File: src/rtl/hazard_sched_pkg.sv
// Shared types for the hazard scheduler: MULT/DIV sequencer state encodings,
// conditional-kill select codes and the load-use compare.
package hazard_sched_pkg;

  typedef enum logic [1:0] {
    MD_IDLE = 2'b00,
    MD_RUN  = 2'b01,
    MD_DONE = 2'b10
  } md_state_e;

  localparam logic [1:0] CLR_KILL = 2'b01;

  // r0 is hardwired zero, so a load targeting it never creates a dependency.
  function automatic logic load_use_hit(input logic       mem_read,
                                        input logic [4:0] ex_rt,
                                        input logic [4:0] rs,
                                        input logic [4:0] rt);
    return mem_read && (ex_rt != 5'd0) && ((ex_rt == rs) || (ex_rt == rt));
  endfunction

endpackage

File: src/rtl/hazard_sched_md_seq.sv
// MULT/DIV sequencer: accepts an operation, counts out its latency with a
// down-counter and pulses hilo_we once when the HI/LO result is due.
//
// state   | meaning
// --------+-----------------------------------------------------------
// MD_IDLE | unit free; start latches operands (go) and loads counter
// MD_RUN  | operation in flight; counter runs down to terminal count
// MD_DONE | result cycle; hilo_we asserted for exactly this cycle
module md_seq
  import hazard_sched_pkg::*;
#(
  parameter int MULT_LAT = 4,
  parameter int DIV_LAT  = 32,
  parameter int CNT_W    = 6
) (
  input  logic clk,
  input  logic rst,
  input  logic start,
  input  logic div,
  output logic go,
  output logic busy,
  output logic hilo_we
);

  localparam logic [CNT_W-1:0] MULT_LOAD = CNT_W'(MULT_LAT - 2);
  localparam logic [CNT_W-1:0] DIV_LOAD  = CNT_W'(DIV_LAT - 2);

  md_state_e        state_q, state_d;
  logic [CNT_W-1:0] cnt_q, cnt_d;

  always_comb begin
    state_d = state_q;
    cnt_d   = cnt_q;
    go      = 1'b0;
    busy    = 1'b0;
    hilo_we = 1'b0;
    case (state_q)
      MD_IDLE: begin
        if (start) begin
          go      = 1'b1;
          cnt_d   = div ? DIV_LOAD : MULT_LOAD;
          state_d = MD_RUN;
        end
      end
      MD_RUN: begin
        busy = 1'b1;
        // Accept and DONE cycles each count toward the latency, so RUN
        // leaves on the count of 1 to land hilo_we LAT-1 cycles after go.
        if (cnt_q <= CNT_W'(1)) begin
          cnt_d   = '0;
          state_d = MD_DONE;
        end else begin
          cnt_d = cnt_q - CNT_W'(1);
        end
      end
      MD_DONE: begin
        busy    = 1'b1;
        hilo_we = 1'b1;
        state_d = MD_IDLE;
      end
      default: begin
        state_d = MD_IDLE;
        cnt_d   = '0;
      end
    endcase
  end

  always_ff @(posedge clk) begin
    if (rst) begin
      state_q <= MD_IDLE;
      cnt_q   <= '0;
    end else begin
      state_q <= state_d;
      cnt_q   <= cnt_d;
    end
  end

endmodule

File: src/rtl/hazard_sched.sv
// Pipeline stall/flush scheduler: load-use and HI/LO-pending stalls, branch and
// conditional-kill flushes, MULT/DIV sequencing. Optional perf counters: HAZARD_PERF_CNT_EN.
module hazard_sched
  import hazard_sched_pkg::*;
#(
  parameter int MULT_LAT = 4,
  parameter int DIV_LAT  = 32,
  parameter int CNT_W    = 6
) (
  input  logic        clk,
  input  logic        rst,
  input  logic [4:0]  id_rs,
  input  logic [4:0]  id_rt,
  input  logic [4:0]  ex_rt,
  input  logic        ex_mem_read,
  input  logic        id_br_taken,
  input  logic [1:0]  clr_sel,
  input  logic        ex_zero,
  input  logic        id_md_start,
  input  logic        id_md_div,
  input  logic        id_hilo_rd,
  output logic        pc_stall,
  output logic        if_id_stall,
  output logic        if_id_clr,
  output logic        id_ex_clr,
  output logic        md_go,
  output logic        md_busy,
  output logic        hilo_we,
  output logic [31:0] stall_cnt,
  output logic [31:0] flush_cnt
);

  logic load_use;
  logic md_hold;
  logic stall;
  logic cond_kill;

  assign load_use  = load_use_hit(ex_mem_read, ex_rt, id_rs, id_rt);
  assign md_hold   = md_busy && (id_md_start || id_hilo_rd);
  assign stall     = load_use || md_hold;
  assign cond_kill = (clr_sel == CLR_KILL) && !ex_zero;

  assign pc_stall    = stall;
  assign if_id_stall = stall;
  assign id_ex_clr   = stall || cond_kill;
  // A stalled branch stays in ID and re-resolves, so the flush waits for it.
  assign if_id_clr   = id_br_taken && !stall;

  md_seq #(
    .MULT_LAT (MULT_LAT),
    .DIV_LAT  (DIV_LAT),
    .CNT_W    (CNT_W)
  ) u_md_seq (
    .clk     (clk),
    .rst     (rst),
    .start   (id_md_start && !load_use),
    .div     (id_md_div),
    .go      (md_go),
    .busy    (md_busy),
    .hilo_we (hilo_we)
  );

`ifdef HAZARD_PERF_CNT_EN
  logic [31:0] stall_cnt_q, stall_cnt_d;
  logic [31:0] flush_cnt_q, flush_cnt_d;

  always_comb begin
    stall_cnt_d = stall_cnt_q;
    flush_cnt_d = flush_cnt_q;
    if (stall && (stall_cnt_q != 32'hFFFF_FFFF))
      stall_cnt_d = stall_cnt_q + 32'd1;
    if ((if_id_clr || cond_kill) && (flush_cnt_q != 32'hFFFF_FFFF))
      flush_cnt_d = flush_cnt_q + 32'd1;
  end

  always_ff @(posedge clk) begin
    if (rst) begin
      stall_cnt_q <= 32'd0;
      flush_cnt_q <= 32'd0;
    end else begin
      stall_cnt_q <= stall_cnt_d;
      flush_cnt_q <= flush_cnt_d;
    end
  end

  assign stall_cnt = stall_cnt_q;
  assign flush_cnt = flush_cnt_q;
`else
  assign stall_cnt = 32'd0;
  assign flush_cnt = 32'd0;
`endif

endmodule

File: config.mk
export PLATFORM = sky130hd
export DESIGN_NAME = hazard_sched
export DESIGN_NICKNAME = d
export VERILOG_FILES = /design/src/rtl/hazard_sched_pkg.sv /design/src/rtl/hazard_sched_md_seq.sv /design/src/rtl/hazard_sched.sv
export SDC_FILE = /design/constraint.sdc
export NUM_CORES = 1
export LEC_CHECK = 0
export CAP_MARGIN = 40
export CORE_MARGIN = 10
export CORE_UTILIZATION = 36
export DETAILED_ROUTE_END_ITERATION = 8
export GPL_ROUTABILITY_DRIVEN = 0
export PLACE_DENSITY = 0.9
export SLEW_MARGIN = 20
export SYNTH_ARGS = -nofsm -noshare
export SYNTH_HDL_FRONTEND = slang
export SYNTH_SLANG_ARGS = --single-unit
export TNS_END_PERCENT = 30
File: constraint.sdc
create_clock -name clk -period 8 [get_ports clk]
set_clock_uncertainty 0.1 [all_clocks]
set_input_delay 2.4 -clock clk [delete_from_list [all_inputs] [get_ports clk]]
set_output_delay 2.4 -clock clk [all_outputs]
set_load 0.1 [all_outputs]
# After elaboration in Yosys (flattened, before gate mapping)
# Index checks and enable logic that the tools add are counted.
# W data, S select, Z words.
# classes
multipliers,0
muxes,11
div,0
n_addsub,1
n_lt_le_gt_ge,1
bitwise,1
eq_ne,7
n_reduce_logical,18
shifts,0
# op_table
operator,n
$pmux W6 S3,1
$mux W6,2
$eq A5 B5 Y1,2
$le A6 B1 Y1 const B,1
$logic_and A1 B1 Y1,6
$sub A6 B1 Y6 const B,1
$mux W5,1
$reduce_bool A5 Y1,1
$eq A2 B1 Y1 const B,2
$logic_or A1 B1 Y1,4
$mux W1,4
$mux W2,2
$ne A2 B1 Y1 const B,2
$pmux W2 S2,1
$reduce_and A2 Y1,2
$logic_not A1 Y1,3
$eq A2 B2 Y1 const B,1
$logic_not A2 Y1,1
$reduce_or A2 Y1,1
$not A1 Y1,1
# totals
input_bits,25
elab_cells,41
ff_bits,8
mem_count,0
latch_bits,0
mem_bits_ro,0
mem_bits_rw,0

# Longest topological paths before layout
# depth
ltp_word,7
mapped_depth,8
mapped_depth_nobuf,8

# By module
# From an unflattened synthesis, not the netlist that was laid out.
# unflattened
hier_cells,155
hier_area_um2,1209.9
# by_module_without_submodules
mod,cells_per_inst,seq_area_each_um2,area_per_inst_um2,instances
hazard_sched,93,0.0,676.9,1
md_seq,62,160.2,533.0,1

# Worst setup path after synthesis
# OpenSTA, ideal clock, no wires.
# synth_path
path_type,input-to-output
from,input ex_rt[1]
to,output id_ex_clr
path_buffers,0
path_slack_ns,0.951
t_arrival_ns,4.549
stages,5
required_ns,5.500
cell_sequence,or4_1 > o21ai_2 > nand2b_1 > nand2_1 > a21o_1
# synth_via
elab_chain_cells,5
word_cells_on_any_way,8
cone_classes,2 x eq/ne; 6 x reduce/logical
# synth_lines
item,line_no,text
from (decl),hazard_sched.sv:14,"input logic [4:0] ex_rt,"
$eq A5 B5 Y1 / $reduce_bool A5 Y1 (equally long branches),hazard_sched_pkg.sv:18,return mem_read && (ex_rt != 5'd0) && ((ex_rt == rs) || (ex_rt == rt));
$logic_or A1 B1 Y1 / $logic_and A1 B1 Y1 (equally long branches),hazard_sched_pkg.sv:18,
$logic_and A1 B1 Y1 *,hazard_sched_pkg.sv:18,
$logic_or A1 B1 Y1 *,hazard_sched.sv:40,assign stall = load_use || md_hold;
net if_id_stall,hazard_sched.sv:23,"output logic if_id_stall,"
$logic_or A1 B1 Y1 *,hazard_sched.sv:45,assign id_ex_clr = stall || cond_kill;
to (decl),hazard_sched.sv:25,"output logic id_ex_clr,"
# The timed path passes the listed nets; every way through them passes the cells marked *.

# Final worst setup path
# layout_path
from,input ex_rt[1]
to,output id_ex_clr
# layout_via
elab_chain_cells,5
word_cells_on_any_way,8
cone_classes,2 x eq/ne; 6 x reduce/logical
# layout_lines
item,line_no
$eq A5 B5 Y1 / $reduce_bool A5 Y1 (equally long branches),hazard_sched_pkg.sv:18
$logic_or A1 B1 Y1 / $logic_and A1 B1 Y1 (equally long branches),hazard_sched_pkg.sv:18
$logic_and A1 B1 Y1 *,hazard_sched_pkg.sv:18
$logic_or A1 B1 Y1 *,hazard_sched.sv:40
$logic_or A1 B1 Y1 *,hazard_sched.sv:45
# Mark *: on every way between the ends. The rest lies on a longest branch, timed or not.

==> out/metrics.yaml <==
clock_network:
  cts_setup_buffers: 0
  cts_num_sinks: 8
  ctsResizeCount: 0
  cts_tree: "done"
  clockBufferDepth: 2
  cts_max_level: 1
  hold_buffers: 0
  clk_root_buffer_cell: "clkbuf_4"
  cts_inserted_buffers: 3
  clkTransAtPathRegs_ns: 0.06
  clk_latency_ns: 0.26
run:
  maxCapViolCount: 0
yosys:
  synth_area_um2: 1180
  yosys_warnings: 0
  syn_area_per_cell_um2: 7.81
  yosysSeqAreaShare_pct: 13.6
  ys_types: 33
  synth_cells: 151
  yosysTopAreaCellShare_pct: 42.0
  synth_top_cell_by_area: "buf_4"
  synthTopCellsByArea: "buf_4 42%, dfxtp_1 14%, xnor2_1 7.4%, ha_1 5.3%, a32o_1 2.5%"
  yosys_register_bits: 8
layout:
  drive_gt1_share_pct: 8.15
  layout_common_cells: "64 x conb_1, 26 x clkdlybuf4s50_1, 10 x xnor2_1, 8 x nor2_1, 8 x dfxtp_1"
  syn_to_final_growth_pct: 12.4
  fin_nets: 216
  antenna_cells: 0
  n_fill_cell: 306
  final_common_cell: "conb_1"
  final_util_pct: 42.7
worst_setup_path:
  worst-path-max-fanout: 6
  slowest_delay_ns: 0.55
  worstSetupEndpointType: "output pin"
  critical_path_class: "primary input to output pin"
  path_cells: "clkdlybuf4s50_1 -> or4_1 -> o21ai_2 -> nand2b_1 -> nand2_1 -> a21o_1 -> buf_4"
  cp_data_required_time_ns: 5.50
  cpMaxStageDelayCell: "or4_1"
  start_kind: "primary input"
  path_buf_inv: 2
  cp_data_arrival_time_ns: 4.32
  crit_family: "simple AND/OR/NAND/NOR gates"
timing:
  clock.fmax_ghz: 0.147
  setup_ws_ns: 1.18
  fin_crit_sh_pct: 85.3
  finalHoldViolations: 0
  rsz0062_at_grt: "no"
  drv_slew: 0
  fin_tns_setup_ns: 0
  min_period_ns: 6.82
  setup_viol: 0
  holdWs_ns: 0.403
floorplan:
  core_um2: 3100
  dieHeight_um: 77.3
  dieWidth_um: 77.3
  initial_core_util_pct: 38.0
  io_pins: 96
  num_rows: 20
  die-area_um2: 5970
drt:
  wl_per_cell_um: 12.7
  wirelength_um: 2890
  vias: 921
  route.detailed.drc: 0
  drtAntennaViolNets: 0
  dr.first_iter.drc_count: 58
  routed_via_density: 4.04
  dr.pass1.iters: 5
power_and_ir_drop:
  ir_drop_uv: 104
  p_total_uw: 434
  power_leakage_uw: 0.000638
  p_per_area_nw_per_um2: 327
global_routing:
  first_global_vias: 882
  grt_max_degree: 10
  grt.total_usage_pct: 8.67
  grt_pass1_wl_um: 4340
  antenna_found_initial: 0
  overflow: 0
place:
  numPortBuffers: 31
  dp_hpwl_um: 2620
  dpl_worst_slack_ns: 1.18
status:
  outcome: "finished, final reports clean"
hold_path:
  hp-class: "flip-flop to flip-flop"
[flip-flops by register name, summed over array words and instances (netlist names)]
register	cells
u_md_seq.state_q	2
u_md_seq.cnt_q	6
[per-stage QoR]
| step | instances | cell area, µm² |
|---|---|---|
| 6_report | 228 | 1330 |
| 4_1_cts | 228 | 1330 |
| 5_1_grt | 228 | 1330 |
| 3_5_place_dp | 225 | 1300 |
| 3_3_place_gp | 223 | 1270 |
| 2_1_floorplan | 214 | 1420 |
[worst paths after layout]
| check | start | endpoint | slack (ns) | cells past startpoint |
|---|---|---|---|---|
| min reg2reg | u_md_seq.state_q[1] | u_md_seq.state_q[1] | 0.40 | 2 |
| max reg2reg | u_md_seq.cnt_q[0] | u_md_seq.cnt_q[4] | 6.12 | 7 |
| max | ex_rt[1] | id_ex_clr | 1.18 | 7 |
| min | u_md_seq.state_q[1] | u_md_seq.state_q[1] | 0.40 | 2 |
[cell families after synthesis]
logic type               Yosys count  synth area share [%]
XOR/XNOR                          10                  7.42
AND/OR/NAND/NOR                   30                  13.6
buffers and inverters             72                  43.9
other                              1                 0.318
adder cells (fa/ha/maj)            5                  5.30
AO/OA/AOI/OAI                     25                  15.9
flip-flops                         8                  13.6
[per-layer routing]
metal,wire [µm],GRT usage (%),vias up
met5,0,0,-
met4,26,1.64,0
met3,339,5.59,7
met2,1480,15.4,58
met1,1040,8.30,408
li1,-,-,448
[worst min-delay path: stages (launching register included)]
cell	delay (ns)
dfxtp_1	0.34
a311oi_1	0.05
nor2_1	0.07
[cell usage after synthesis]
cell type / count
nor3_1: 3
nor2_1: 8
nand4_1: 1
nor3_2: 1
o21ai_1: 3
inv_1: 6
o221ai_1: 1
xnor2_1: 10
a21oi_1: 1
o211a_1: 1
and2b_1: 1
o41ai_1: 1
o22ai_1: 1
a311oi_1: 1
conb_1: 1
a31oi_1: 1
a21o_1: 2
o21ai_2: 1
a311o_1: 1
buf_4: 66
and3_1: 2
a21oi_2: 2
or3_1: 2
dfxtp_1: 8
or4_1: 1
a32o_1: 3
ha_1: 5
nand2_4: 1
o31ai_1: 3
nand2b_1: 3
o21ai_0: 3
nand3_1: 2
nand2_1: 5
[power by group]
group	switching (µW)	internal, µW
logic	274	70.8
clock network	14.9	17.2
registers	8.27	48.7
[cell type report]
type                       instances  area [µm²]  area share [%]
clock buffer                       3        22.5            1.70
inverter                           6        22.5            1.70
sequential                         8         160            12.1
tap                               44        55.1            4.15
timing repair buffer              33         328            24.7
multi-input combinational        134         738            55.7
No activity file was read; power rests on OpenSTA's default activity.
